[src/rtl/moore_1_decoder_if.sv]
// Observation-side bundle for moore_1_decoder: controller code stream in,
// decoded symbols and status out.
interface moore_1_decoder_if #(
  parameter int CNT_W = 8
) ();
  logic             InValid;
  logic [1:0]       OutCode;
  logic             ErrClear;
  logic             DecValid;
  logic [1:0]       DecData;
  logic [1:0]       DecState;
  logic             Locked;
  logic             Err;
  logic [CNT_W-1:0] ErrCount;
  logic [CNT_W-1:0] SymCount;

  modport master (
    output InValid, OutCode, ErrClear,
    input  DecValid, DecData, DecState, Locked, Err, ErrCount, SymCount
  );

  modport slave (
    input  InValid, OutCode, ErrClear,
    output DecValid, DecData, DecState, Locked, Err, ErrCount, SymCount
  );
endinterface

[src/rtl/moore_1_decoder.sv]
// Decodes the 4-state Moore controller's output code stream back into its
// state and the input symbol that drove each transition; flags illegal moves.
//
// state        | meaning
// ST_UNLOCKED  | no reference state yet; next valid sample only locks
// ST_TRACK     | reference held; each valid sample is decoded against it
module moore_1_decoder #(
  parameter int CNT_W = 8
) (
  input logic               Clk,
  input logic               Reset,
  moore_1_decoder_if.slave  bus
);
  localparam logic [0:0] ST_UNLOCKED = 1'b0;
  localparam logic [0:0] ST_TRACK    = 1'b1;

  localparam logic [1:0] S_A = 2'b00;
  localparam logic [1:0] S_B = 2'b01;
  localparam logic [1:0] S_C = 2'b10;
  localparam logic [1:0] S_D = 2'b11;

  logic [0:0]       fsm_q;
  logic             dec_valid_q;
  logic [1:0]       dec_data_q;
  logic [1:0]       dec_state_q;
  logic             err_q;
  logic [CNT_W-1:0] err_cnt_q;
  logic [CNT_W-1:0] sym_cnt_q;

  logic [1:0]       next_st;
  logic             legal;
  logic [1:0]       tbl_data;

  always_comb begin
    next_st = S_D;
    case (bus.OutCode)
      2'b01:   next_st = S_A;
      2'b00:   next_st = S_B;
      2'b11:   next_st = S_C;
      default: next_st = S_D;
    endcase
  end

  // Reconstructed controller input for each legal (prev, next) pair
  always_comb begin
    legal    = 1'b0;
    tbl_data = 2'b00;
    case ({dec_state_q, next_st})
      {S_A, S_A}: begin legal = 1'b1; tbl_data = 2'b11; end
      {S_A, S_B}: begin legal = 1'b1; tbl_data = 2'b00; end
      {S_B, S_B}: begin legal = 1'b1; tbl_data = 2'b00; end
      {S_B, S_C}: begin legal = 1'b1; tbl_data = 2'b01; end
      {S_C, S_C}: begin legal = 1'b1; tbl_data = 2'b10; end
      {S_C, S_D}: begin legal = 1'b1; tbl_data = 2'b11; end
      {S_D, S_C}: begin legal = 1'b1; tbl_data = 2'b01; end
      {S_D, S_B}: begin legal = 1'b1; tbl_data = 2'b10; end
      default:    begin legal = 1'b0; tbl_data = 2'b00; end
    endcase
  end

  always_ff @(posedge Clk) begin
    if (Reset) begin
      fsm_q       <= ST_UNLOCKED;
      dec_valid_q <= 1'b0;
      dec_data_q  <= 2'b00;
      dec_state_q <= S_A;
      err_q       <= 1'b0;
      err_cnt_q   <= '0;
      sym_cnt_q   <= '0;
    end else begin
      dec_valid_q <= 1'b0;
      if (bus.ErrClear) begin
        err_q     <= 1'b0;
        err_cnt_q <= '0;
      end
      if (bus.InValid) begin
        // Every valid sample becomes the new reference, including after an error
        dec_state_q <= next_st;
        if (fsm_q == ST_UNLOCKED) begin
          fsm_q <= ST_TRACK;
        end else if (legal) begin
          dec_valid_q <= 1'b1;
          dec_data_q  <= tbl_data;
          sym_cnt_q   <= sym_cnt_q + CNT_W'(1);
        end else begin
          err_q <= 1'b1;
          if (bus.ErrClear)
            err_cnt_q <= CNT_W'(1);
          else if (err_cnt_q != '1)
            err_cnt_q <= err_cnt_q + CNT_W'(1);
        end
      end
    end
  end

  assign bus.DecValid = dec_valid_q;
  assign bus.DecData  = dec_data_q;
  assign bus.DecState = dec_state_q;
  assign bus.Locked   = (fsm_q == ST_TRACK);
  assign bus.Err      = err_q;
  assign bus.ErrCount = err_cnt_q;
  assign bus.SymCount = sym_cnt_q;
endmodule

[src/flat_wrapper.sv]
// flat-port wrapper written by rule: the top's interface ports become plain ports
module moore_1_decoder_flat 
#(
  parameter int CNT_W = 8
)
  (Clk, Reset, bus_InValid, bus_OutCode, bus_ErrClear, bus_DecValid, bus_DecData, bus_DecState, bus_Locked, bus_Err, bus_ErrCount, bus_SymCount);
  moore_1_decoder_if #(.CNT_W(CNT_W)) bus_i ();
  input logic Clk;
  input logic Reset;
  input wire logic [$bits(bus_i.InValid)-1:0] bus_InValid;
  input wire logic [$bits(bus_i.OutCode)-1:0] bus_OutCode;
  input wire logic [$bits(bus_i.ErrClear)-1:0] bus_ErrClear;
  output wire logic [$bits(bus_i.DecValid)-1:0] bus_DecValid;
  output wire logic [$bits(bus_i.DecData)-1:0] bus_DecData;
  output wire logic [$bits(bus_i.DecState)-1:0] bus_DecState;
  output wire logic [$bits(bus_i.Locked)-1:0] bus_Locked;
  output wire logic [$bits(bus_i.Err)-1:0] bus_Err;
  output wire logic [$bits(bus_i.ErrCount)-1:0] bus_ErrCount;
  output wire logic [$bits(bus_i.SymCount)-1:0] bus_SymCount;
  assign bus_i.InValid = bus_InValid;
  assign bus_i.OutCode = bus_OutCode;
  assign bus_i.ErrClear = bus_ErrClear;
  assign bus_DecValid = bus_i.DecValid;
  assign bus_DecData = bus_i.DecData;
  assign bus_DecState = bus_i.DecState;
  assign bus_Locked = bus_i.Locked;
  assign bus_Err = bus_i.Err;
  assign bus_ErrCount = bus_i.ErrCount;
  assign bus_SymCount = bus_i.SymCount;
  moore_1_decoder #(.CNT_W(CNT_W)) u_core (.Clk(Clk), .Reset(Reset), .bus(bus_i));
endmodule
[config.mk]
export PLATFORM = sky130hd
export DESIGN_NAME = moore_1_decoder_flat
export DESIGN_NICKNAME = d
export VERILOG_FILES = /design/src/rtl/moore_1_decoder_if.sv /design/src/rtl/moore_1_decoder.sv /design/src/flat_wrapper.sv
export SDC_FILE = /design/constraint.sdc
export NUM_CORES = 1
export LEC_CHECK = 0
export CAP_MARGIN = 20
export CELL_PAD_IN_SITES_DETAIL_PLACEMENT = 1
export CELL_PAD_IN_SITES_GLOBAL_PLACEMENT = 1
export CORE_MARGIN = 1
export CORE_UTILIZATION = 39
export DETAILED_ROUTE_END_ITERATION = 12
export PLACE_DENSITY_LB_ADDON = 0.1
export SYNTH_ARGS = -nofsm -noshare
export SYNTH_HDL_FRONTEND = slang
export SYNTH_SLANG_ARGS = --single-unit
[constraint.sdc]
create_clock -name Clk -period 5.73 [get_ports Clk]
set_clock_uncertainty 0.05 [all_clocks]
set_input_delay 1.146 -clock Clk [delete_from_list [all_inputs] [get_ports Clk]]
set_output_delay 1.146 -clock Clk [all_outputs]
set_load 0.01 [all_outputs]
==> flow_summary.ini <==
[final_layout]
multi_input_comb_area_um2 = 752
final_common_cell = clkdlybuf4s50_1
fill_cells = 390
layout-drive-gt1-share = 0.0578
stdcell_area_mm2 = 0.00159
area_growth_pct = 24.8
fin_util = 0.516
layout_common_cells = 28 x clkdlybuf4s50_1, 23 x dfxtp_1, 17 x a21oi_1
final_nets = 187
regArea_um2 = 460
antenna_cells = 0

[pwr]
power.total_mw = 0.293
p_leak_nw = 0.536
irDropWorstVdd_mv = 0.129
power_density_mw_per_mm2 = 185

[worst_hold_path]
holdPathEnd = u_core.bus.DecData[0]
min_from = u_core.bus.DecData[0]
hold_path_class = reg -> reg
hold_depth = 2

[global_route]
grt_pass1_vias = 1161
top_usage_layer = met2
grt_use_total = 0.190
use_met1 = 0.223
grt_pass1_wl_um = 5050
grt-ovfl-total = 0
grt_max_degree = 22
antenna_found_initial = 0
grt_util_met2 = 0.344
use_met3 = 0.0459

[floorplan]
dieArea_mm2 = 0.00350
rows = 20
io_pins = 29
fp.coreArea_mm2 = 0.00308
dieWidth_um = 59.2
initial_core_util = 0.414
die_h_um = 59.2

[clocking]
cts.path.max_buffers = 2
htree_levels = 1
ctsResizeCount = 0
cts_root_buf = clkbuf_4
clk_pin_slew_ns = 0.13
insertion_delay_ns = 0.31
cts_sinks = 23
numCtsBuffers = 3
ctsHoldBuffers = 0
tritoncts = done
cts_setup_buffers = 0

[detailed_routing]
vias = 1202
dr.first_iter.drc_count = 50
drc = 0
avgRoutedWirePerCell_um = 14.1
detail_route.vias_per_cell = 5.54
totalWireLength_um = 3060
drt.antenna.violating_nets = 0
first_pass_iters = 4

[synthesis]
synth_area_mm2 = 0.00127
synth_cells = 149
synth_top_flop_cell = dfxtp_1
synth_edf_count = 0
syn_area_per_cell_um2 = 8.55
syn_nets = 162
ys_seq_area_frac = 0.361
synth-seq-cells = 23
yosysTopAreaCell = dfxtp_1
yosysTopAreaCellShare = 0.361
yosys.cell_types.count = 44
async_flop_share = 0
yosysWarningCount = 0
yosys-top-cells-area = dfxtp_1 36%, ha_1 6.9%, a21oi_1 6.7%, nor2_1 4.4%, nand3_1 3.1%

[sta]
fin_crit_ns = 3.28
post-route-period-util = 0.572
finalSetupTns_ns = 0
fmax_mhz = 305
slew_violations = 0
tightest_slew_ns = 0.753
finalSetupViolations = 0
maxSlewHeadroom = 0.496
hold_viol = 0
rsz0062_at_grt = false

[setup_path]
reg2reg_depth = 5
cp_max_fo = 19
worst_ep_required_time_ns = 5.90
worst_r2r_endpoint = u_core.bus.ErrCount[7]
worstSetupStartpointType = input port
critPathKind = in -> reg
worstReg2RegStart = u_core.bus.ErrCount[0]
end_kind = register
worstPathArrival_ns = 3.45
r2r_slack_ns = 3.77

[placed_design]
io_buffers = 28
dp_hpwl_um = 2260
place.gp.congestion = 0.744
placed_area_mm2 = 0.00156

[status]
outcome = finished, final reports clean

[run]
drv_cap = 0
## through the flow
| stage | cells | setup WS [ns] | hold WS [ns] |
|---|---|---|---|
| 2_1_floorplan | 149 | 3.09 | 0.453 |
| 3_3_place_gp | 213 | 2.21 | 0.435 |
| 3_5_place_dp | 213 | 2.08 | 0.438 |
| 4_1_cts | 217 | 2.44 | 0.459 |
| 5_1_grt | 217 | 2.36 | 0.484 |
| 6_report | 217 | 2.45 | 0.460 |
## cell families after synthesis
logic type	count (synthesis)	share of synthesized area
fa+ha+maj	7	0.0688
mux	4	0.0344
simple gates	60	0.264
compound gates	43	0.223
buf+inv	12	0.0481
flops	23	0.361
## synth_stat cells (2+ instances only)
library cell and count:
o21ai_0 4, or4_1 4, nand2_1 5, nor2_1 15, inv_1 4, a211oi_1 3, buf_4 2, nand3_1 8
a21oi_1 17, o31ai_1 4, o31a_1 2, nor2b_1 4, nand4_1 5, nor3_1 3, o21a_1 2, dfxtp_1 23
o21ai_1 3, mux2_1 3, ha_1 7, or3_1 4, and2_1 2, clkbuf_1 3
## per-layer routing
metal,vias up,wire [um]
met5,-,0
met4,0,24
met3,5,93
met2,21,1520
met1,573,1420
li1,603,-
## worst max-delay path: stages
cell and delay [ns]:
clkdlybuf4s50_1 0.53, inv_1 0.09, ha_1 0.28, o21a_1 0.25, o31ai_4 0.64, nor4b_1 0.15
mux2_1 0.35
## layout make-up
cell class / count / area share
clock buffer: 4 / 0.0165
inverter: 4 / 0.00945
multi-input combinational: 114 / 0.473
sequential: 23 / 0.290
tap: 44 / 0.0346
timing repair buffer: 28 / 0.176
## how the worst max path moves through the flow
stage	startpoint	endpoint	slack (ns)
5_1_grt	bus_OutCode[0]	u_core.bus.SymCount[5]	2.36
4_1_cts	bus_OutCode[0]	u_core.bus.SymCount[5]	2.44
2_1_floorplan	bus_OutCode[0]	u_core.bus.ErrCount[1]	3.09
3_5_place_dp	bus_OutCode[0]	u_core.bus.SymCount[5]	2.08
6_report	bus_OutCode[0]	u_core.bus.SymCount[5]	2.45
3_3_place_gp	bus_OutCode[0]	u_core.bus.SymCount[5]	2.21
## power by group
group          internal [mW]  leakage, nW  total [mW]  switching, mW
clock network         0.0272       0.0150      0.0779         0.0507
registers              0.163        0.186       0.168        0.00491
logic                 0.0184        0.334      0.0473         0.0289
total                  0.209        0.536       0.293         0.0845
## registers in the layout, indices dropped and copies added (netlist names)
name,count
u_core.bus.DecState,2
u_core.bus.Locked,1
u_core.bus.DecData,2
u_core.bus.Err,1
u_core.bus.ErrCount,8
u_core.bus.DecValid,1
u_core.bus.SymCount,8
No activity file was read; power rests on OpenSTA's default activity.
